**config.mk**
```make
export PLATFORM = sky130hd
export DESIGN_NAME = wavelet_accelerator_csr_bank
export DESIGN_NICKNAME = d
export VERILOG_FILES = /design/src/rtl/wavelet_accelerator_csr_bank.sv
export SDC_FILE = /design/constraint.sdc
export NUM_CORES = 1
export LEC_CHECK = 0
export CAP_MARGIN = 25
export CORE_MARGIN = 4
export CORE_UTILIZATION = 29
export DETAILED_ROUTE_END_ITERATION = 12
export PLACE_DENSITY = 0.57
export SKIP_LAST_GASP = 1
export SYNTH_ARGS = -nofsm -noshare
export SYNTH_HDL_FRONTEND = slang
export SYNTH_SLANG_ARGS = --single-unit
```
**constraint.sdc**
```tcl
create_clock -name clk -period 2.35 [get_ports clk]
set_input_delay 0.3525 -clock clk [delete_from_list [all_inputs] [get_ports clk]]
set_output_delay 0.3525 -clock clk [all_outputs]
set_load 0.02 [all_outputs]
```
**src/rtl/wavelet_accelerator_csr_bank.sv**
```systemverilog
`default_nettype none
// wavelet_accelerator_csr_bank: host byte-addressed CSRs with a go/init/done FSM per core.
// Define WAVELET_CSR_IRQ_EN to enable byte 3 (irq_en / irq_flag) and the irq output.
module wavelet_accelerator_csr_bank #(
  parameter int PACKET_WIDTH = 8,
  parameter int NUM_CORES    = 2,
  parameter int SEL_W        = 1
) (
  input  logic                     clk,
  input  logic                     rst,
  input  logic                     en,
  input  logic                     rd_en,
  input  logic [SEL_W-1:0]         core_sel,
  input  logic [1:0]               byte_offset,
  input  logic [PACKET_WIDTH-1:0]  data_in,
  output logic [PACKET_WIDTH-1:0]  rd_data,
  output logic                     rd_valid,
  input  logic [NUM_CORES-1:0]     core_clear_go,
  input  logic [NUM_CORES-1:0]     core_clear_init,
  input  logic [NUM_CORES-1:0]     core_r_data_available,
  output logic [NUM_CORES-1:0]     core_go,
  output logic [NUM_CORES-1:0]     core_init,
  output logic [NUM_CORES-1:0]     core_r_addr_rst,
  output logic [2*NUM_CORES-1:0]   core_inputs_len,
  output logic [2*NUM_CORES-1:0]   core_dec_level,
  output logic [5*NUM_CORES-1:0]   core_filter_size,
  output logic                     irq
);

  typedef enum logic [1:0] {IDLE = 2'd0, INIT = 2'd1, RUN = 2'd2, DONE = 2'd3} state_t;

  logic [7:0]              rd_byte [NUM_CORES];
  logic [PACKET_WIDTH-1:0] rd_mux;
  logic                    unused_data;

  assign unused_data = ^data_in[PACKET_WIDTH-1:7];

`ifdef WAVELET_CSR_IRQ_EN
  logic [NUM_CORES-1:0] pend;
`endif

  for (genvar i = 0; i < NUM_CORES; i++) begin : g_core
    localparam logic [SEL_W-1:0] ID = SEL_W'(i);

    state_t     state, state_nxt;
    logic       go, init, addr_rst, ready, avail_q;
    logic [1:0] len, lvl;
    logic [4:0] fsize;
    logic [7:0] byte3, rb;
    logic       sel, wr0, wr1, cfg_ok, rise, fall, init_ok, go_ok;
    logic       clr_go, clr_init, avail;

    assign clr_go   = core_clear_go[i];
    assign clr_init = core_clear_init[i];
    assign avail    = core_r_data_available[i];
    assign sel      = (core_sel == ID);
    assign wr0      = en && sel && (byte_offset == 2'd0);
    assign wr1      = en && sel && (byte_offset == 2'd1);
    assign cfg_ok   = (state == IDLE) || (state == DONE);
    assign rise     = avail && !avail_q;
    assign fall     = !avail && avail_q;
    // Go and init together in IDLE: init is taken, go is dropped (and counted as an error).
    assign init_ok  = wr0 && data_in[1] && (state == IDLE);
    assign go_ok    = wr0 && data_in[0] && ((state == DONE) || ((state == IDLE) && !data_in[1]));

    always_comb begin
      state_nxt = state;
      case (state)
        IDLE: begin
          if (init_ok && !clr_init)   state_nxt = INIT;
          else if (go_ok && !clr_go)  state_nxt = RUN;
        end
        INIT: if (clr_init) state_nxt = IDLE;
        RUN:  if (clr_go)   state_nxt = DONE;
        DONE: begin
          if (go_ok && !clr_go)       state_nxt = RUN;
          else if (fall)              state_nxt = IDLE;
        end
        default: state_nxt = IDLE;
      endcase
    end

    always_ff @(posedge clk or negedge rst) begin
      if (!rst) state <= IDLE;
      else      state <= state_nxt;
    end

    always_ff @(posedge clk or negedge rst) begin
      if (!rst) begin
        go       <= 1'b0;
        init     <= 1'b0;
        addr_rst <= 1'b0;
        ready    <= 1'b0;
        avail_q  <= 1'b0;
        len      <= 2'b00;
        lvl      <= 2'b00;
        fsize    <= 5'd0;
      end else begin
        avail_q  <= avail;
        addr_rst <= wr0 && data_in[2];
        if (rise)          ready <= 1'b1;
        else if (fall)     ready <= 1'b0;
        // Hardware clear beats a simultaneous host set.
        if (clr_go)        go    <= 1'b0;
        else if (go_ok)    go    <= 1'b1;
        if (clr_init)      init  <= 1'b0;
        else if (init_ok)  init  <= 1'b1;
        if (wr0 && cfg_ok) begin
          len <= data_in[4:3];
          lvl <= data_in[6:5];
        end
        if (wr1 && cfg_ok) fsize <= data_in[4:0];
      end
    end

`ifdef WAVELET_CSR_IRQ_EN
    logic [1:0] flag, irq_en_q, flag_set, flag_clr;
    logic       wr3, err;

    assign wr3      = en && sel && (byte_offset == 2'd3);
    assign err      = wr0 && ((data_in[1] && !init_ok) || (data_in[0] && !go_ok));
    assign flag_set = {err, (state == RUN) && clr_go};
    assign flag_clr = wr3 ? data_in[1:0] : 2'b00;

    always_ff @(posedge clk or negedge rst) begin
      if (!rst) begin
        flag     <= 2'b00;
        irq_en_q <= 2'b00;
      end else begin
        flag <= flag_set | (flag & ~flag_clr);
        if (wr3) irq_en_q <= data_in[5:4];
      end
    end

    assign byte3   = {2'b00, irq_en_q, 2'b00, flag};
    assign pend[i] = |(flag & irq_en_q);
`else
    assign byte3 = 8'h00;
`endif

    always_comb begin
      case (byte_offset)
        2'd0:    rb = {ready, lvl, len, addr_rst, init, go};
        2'd1:    rb = {3'b000, fsize};
        2'd2:    rb = {6'b000000, state};
        default: rb = byte3;
      endcase
    end

    assign rd_byte[i]                 = sel ? rb : 8'h00;
    assign core_go[i]                 = go;
    assign core_init[i]               = init;
    assign core_r_addr_rst[i]         = addr_rst;
    assign core_inputs_len[2*i +: 2]  = len;
    assign core_dec_level[2*i +: 2]   = lvl;
    assign core_filter_size[5*i +: 5] = fsize;
  end

  always_comb begin
    rd_mux = '0;
    for (int k = 0; k < NUM_CORES; k++) rd_mux[7:0] = rd_mux[7:0] | rd_byte[k];
  end

  always_ff @(posedge clk or negedge rst) begin
    if (!rst) begin
      rd_data  <= '0;
      rd_valid <= 1'b0;
    end else begin
      rd_valid <= rd_en;
      rd_data  <= rd_en ? rd_mux : '0;
    end
  end

`ifdef WAVELET_CSR_IRQ_EN
  always_ff @(posedge clk or negedge rst) begin
    if (!rst) irq <= 1'b0;
    else      irq <= |pend;
  end
`else
  assign irq = 1'b0;
`endif

endmodule
`default_nettype wire

```
==> flow_metrics.env <==
export IMPL_status="complete, but fails checks"
export IMPL_violations="hold timing"
export IMPL_grt_pass1_wl_um=8270
export IMPL_synth_enable_flop_cells=0
export IMPL_route_met3_wl_um=322
export IMPL_die_area_um2=8940
export IMPL_grt_max_degree=25
export IMPL_cp_arrival_ns=2.22
export IMPL_nets=281
export IMPL_drtIter0Drc=84
export IMPL_avgViaCountPerCell=4.51
export IMPL_layout_drive_gt1_share=0.179
export IMPL_n_fill_cell=735
export IMPL_crit_path_start_kind="input port"
export IMPL_ioPinCount=55
export IMPL_wire_per_inst_um=14.6
export IMPL_clock_latency_ns=0.29
export IMPL_hold_ws_ns=-0.00559
export IMPL_synth_top_cell_by_area="dfrtp_1"
export IMPL_ys_ff_latch=41
export IMPL_cts_resized=0
export IMPL_cts_sinks=41
export IMPL_hold_viol_final=17
export IMPL_path_max_fanout=4
export IMPL_seqPwrFrac=0.365
export IMPL_multi_input_area_um2=1020
export IMPL_grt_use_total=0.121
export IMPL_cts_made_buffers=5
export IMPL_cpPeakStageDelay_ns=0.46
export IMPL_p_int_mw=1.94
export IMPL_seq_area_um2=1030
export IMPL_max_freq_ghz=0.497
export IMPL_crit_required_ns=2.56
export IMPL_vias=1556
export IMPL_hold_path_class="input port to asynchronous set/reset pin"
export IMPL_h_tree_depth=2
export IMPL_die_h_um=94.6
export IMPL_syn_mean_instance_area_um2=11.6
export IMPL_clkPwrFrac=0.181
export IMPL_wl_met2_um=2410
export IMPL_p_sw_frac=0.353
export IMPL_async_reset_ff_frac=1.00
export IMPL_place_hpwl_um=3960
export IMPL_powerDensity_nw_per_um2=1020
export IMPL_instances_no_fill=345
export IMPL_ir_worst_vdd_mv=0.507
export IMPL_fin_tns_setup_ns=0
export IMPL_maxSlewViolCount=0
export IMPL_grt_pass1_vias=1586
export IMPL_port_buffers=52
export IMPL_end_kind="register"
export IMPL_synth_top_area_share=0.472
export IMPL_yosysWarnings=0
export IMPL_p_leak_nw=1.30
export IMPL_syn_num_nets=222
export IMPL_initial_utilization=0.300
export IMPL_postCtsSetupBuffers=0
export IMPL_synth_yosys_seq_area_share=0.472
export IMPL_die_w_um=94.6
export IMPL_maxUsedRoutingLayer="met4"
export IMPL_path_cells="clkdlybuf4s50_1, or3b_1, a2111o_1, o22ai_1, mux2i_1"
export IMPL_fp_row_count=31
export IMPL_postRouteAntennaNets=0
export IMPL_drt_wl_total_um=5030
export IMPL_finalWorstPathRequiredPeriod_ns=2.01
export IMPL_firstDrtPassIters=4
export IMPL_yosys_top_cells_area="dfrtp_1, mux2_2, ha_1"
export IMPL_synthCells=187
export IMPL_period_share=0.856
export IMPL_antennaDiodeCount=0
export IMPL_setup_worst_path_class="input port to register"
export IMPL_setup_viol=0
export IMPL_finalClockSkew_ns=0.00454
export IMPL_cts_root_buf="clkbuf_8"
export IMPL_gp_congestion=0.817
export IMPL_cap_violations=0
export IMPL_clkSlewWorstSetupHoldPaths_ns=0.08
export IMPL_grt_antenna_before_repair=0
export IMPL_grt_overflow_total=0
export IMPL_core_area_um2=7250
export IMPL_layout_area_overhead_vs_synth_pct=34.7
export IMPL_synth_ff_type="dfrtp_1"
export IMPL_pwr_share_comb=0.454
export IMPL_cts_tree="yes"
export IMPL_clockBufferDepth=2
export IMPL_drc=0
export IMPL_design_power_total_mw=3.00
export IMPL_dp_cells=338
export IMPL_wirelength_met1_um=2230
export IMPL_rsz0062_at_grt="no"
export IMPL_netSwitchingPower_mw=1.06
export IMPL_synth_cell_types=37
export IMPL_worst_path_max_delay_cell="or3b_1"
export IMPL_synth_area_um2=2170
export IMPL_cts_hold_buffers=0
final timing paths:
| check | from | to | slack, ns | cells past startpoint |
|---|---|---|---|---|
| setup / recovery | byte_offset[1] | g_core[0].state[0]$_DFFE_PN0P_ | 0.34 | 5 |
| hold / removal | rst | g_core[1].init$_DFFE_PN0P_ | -0.006 | 1 |
| hold reg to reg | g_core[1].ready$_DFFE_PN0P_ | g_core[1].ready$_DFFE_PN0P_ | 0.52 | 1 |
| min in group clk | g_core[1].ready$_DFFE_PN0P_ | g_core[1].ready$_DFFE_PN0P_ | 0.52 | 1 |
| setup reg to reg | g_core[0].state[0]$_DFFE_PN0P_ | g_core[0].state[0]$_DFFE_PN0P_ | 0.40 | 6 |
| max in group asynchronous | rst | g_core[0].fsize[1]$_DFFE_PN0P_ | 1.69 | 2 |
synthesized netlist by cell type (3+ instances only):
master,instances
a211oi_1,3
buf_4,7
dfrtp_1,41
ha_1,14
inv_1,17
mux2_2,20
mux2i_1,10
mux4_2,3
nand2_1,9
nand2b_1,10
nand3_1,4
nor2_1,10
nor2b_1,4
o21ai_0,3
o22ai_1,4
logic make-up after synthesis:
logic type | Yosys count | share of synthesized area
simple gates | 49 | 0.124
flops | 41 | 0.472
mux | 34 | 0.188
buf+inv | 27 | 0.0587
compound gates | 21 | 0.0748
fa+ha+maj | 14 | 0.0806
other cells | 1 | 0.00173
layout by cell type (no fill, tap or decap), types with 3 or more instances in the layout:
cell type,netlist,final
mux2_2,20,20
o21ai_0,3,3
clkdlybuf4s50_1,0,51
buf_4,7,10
nor2b_1,4,4
nand2b_1,10,10
mux4_2,3,3
mux2i_1,10,10
inv_1,17,17
clkbuf_8,0,5
o22ai_1,4,4
dfrtp_1,41,41
nand3_1,4,4
a211oi_1,3,3
ha_1,14,14
nand2_1,9,9
nor2_1,10,10
power by group through the flow:
stage,Sequential (mW),Clock [mW],Combinational (mW)
after floorplan,1.28,0,0.613
after global placement,1.11,0,1.35
after detailed placement,1.11,0,1.37
after CTS,1.10,0.570,1.38
after global routing,1.14,0.592,1.48
final,1.09,0.544,1.36
through the flow:
step	util	instance area (um^2)	worst slack [ns]	hold WS, ns
after detailed placement	0.389	2820	0.0622	0.322
after floorplan	-	2170	0.334	0.0569
after global placement	0.389	2820	0.106	0.313
final	0.404	2930	0.339	-0.00559
after global routing	0.404	2930	0.288	0.0307
after CTS	0.404	2930	0.351	0.00579
sequential cells by signal (all words and copies together), names as in the netlist:
| signal | cells |
|---|---|
| g_core.addr_rst | 2 |
| g_core.avail_q | 2 |
| g_core.fsize | 10 |
| g_core.go | 2 |
| g_core.init | 2 |
| g_core.len | 4 |
| g_core.lvl | 4 |
| g_core.ready | 2 |
| g_core.state | 4 |
| rd_data | 8 |
| rd_valid | 1 |
critical path: cells and delay by family:
kind	cells	cell delay [ns]
buffers and inverters	1	0.44
AO/OA/AOI/OAI	2	0.75
multiplexers	1	0.22
AND/OR/NAND/NOR	1	0.46
per-layer routing:
metal | vias up | GRT usage
met1 | 746 | 0.159
met4 | 0 | 0.0337
met3 | 6 | 0.0382
met2 | 39 | 0.192
met5 | - | 0
li1 | 765 | -
layout make-up:
cell class	instances	area share
sequential	41	0.350
multi-input combinational	119	0.348
timing repair buffer	62	0.202
tap	99	0.0423
clock buffer	5	0.0235
inverter	17	0.0218
clock inverter	2	0.0120
Note: power is estimated with default switching activity, not from simulation.
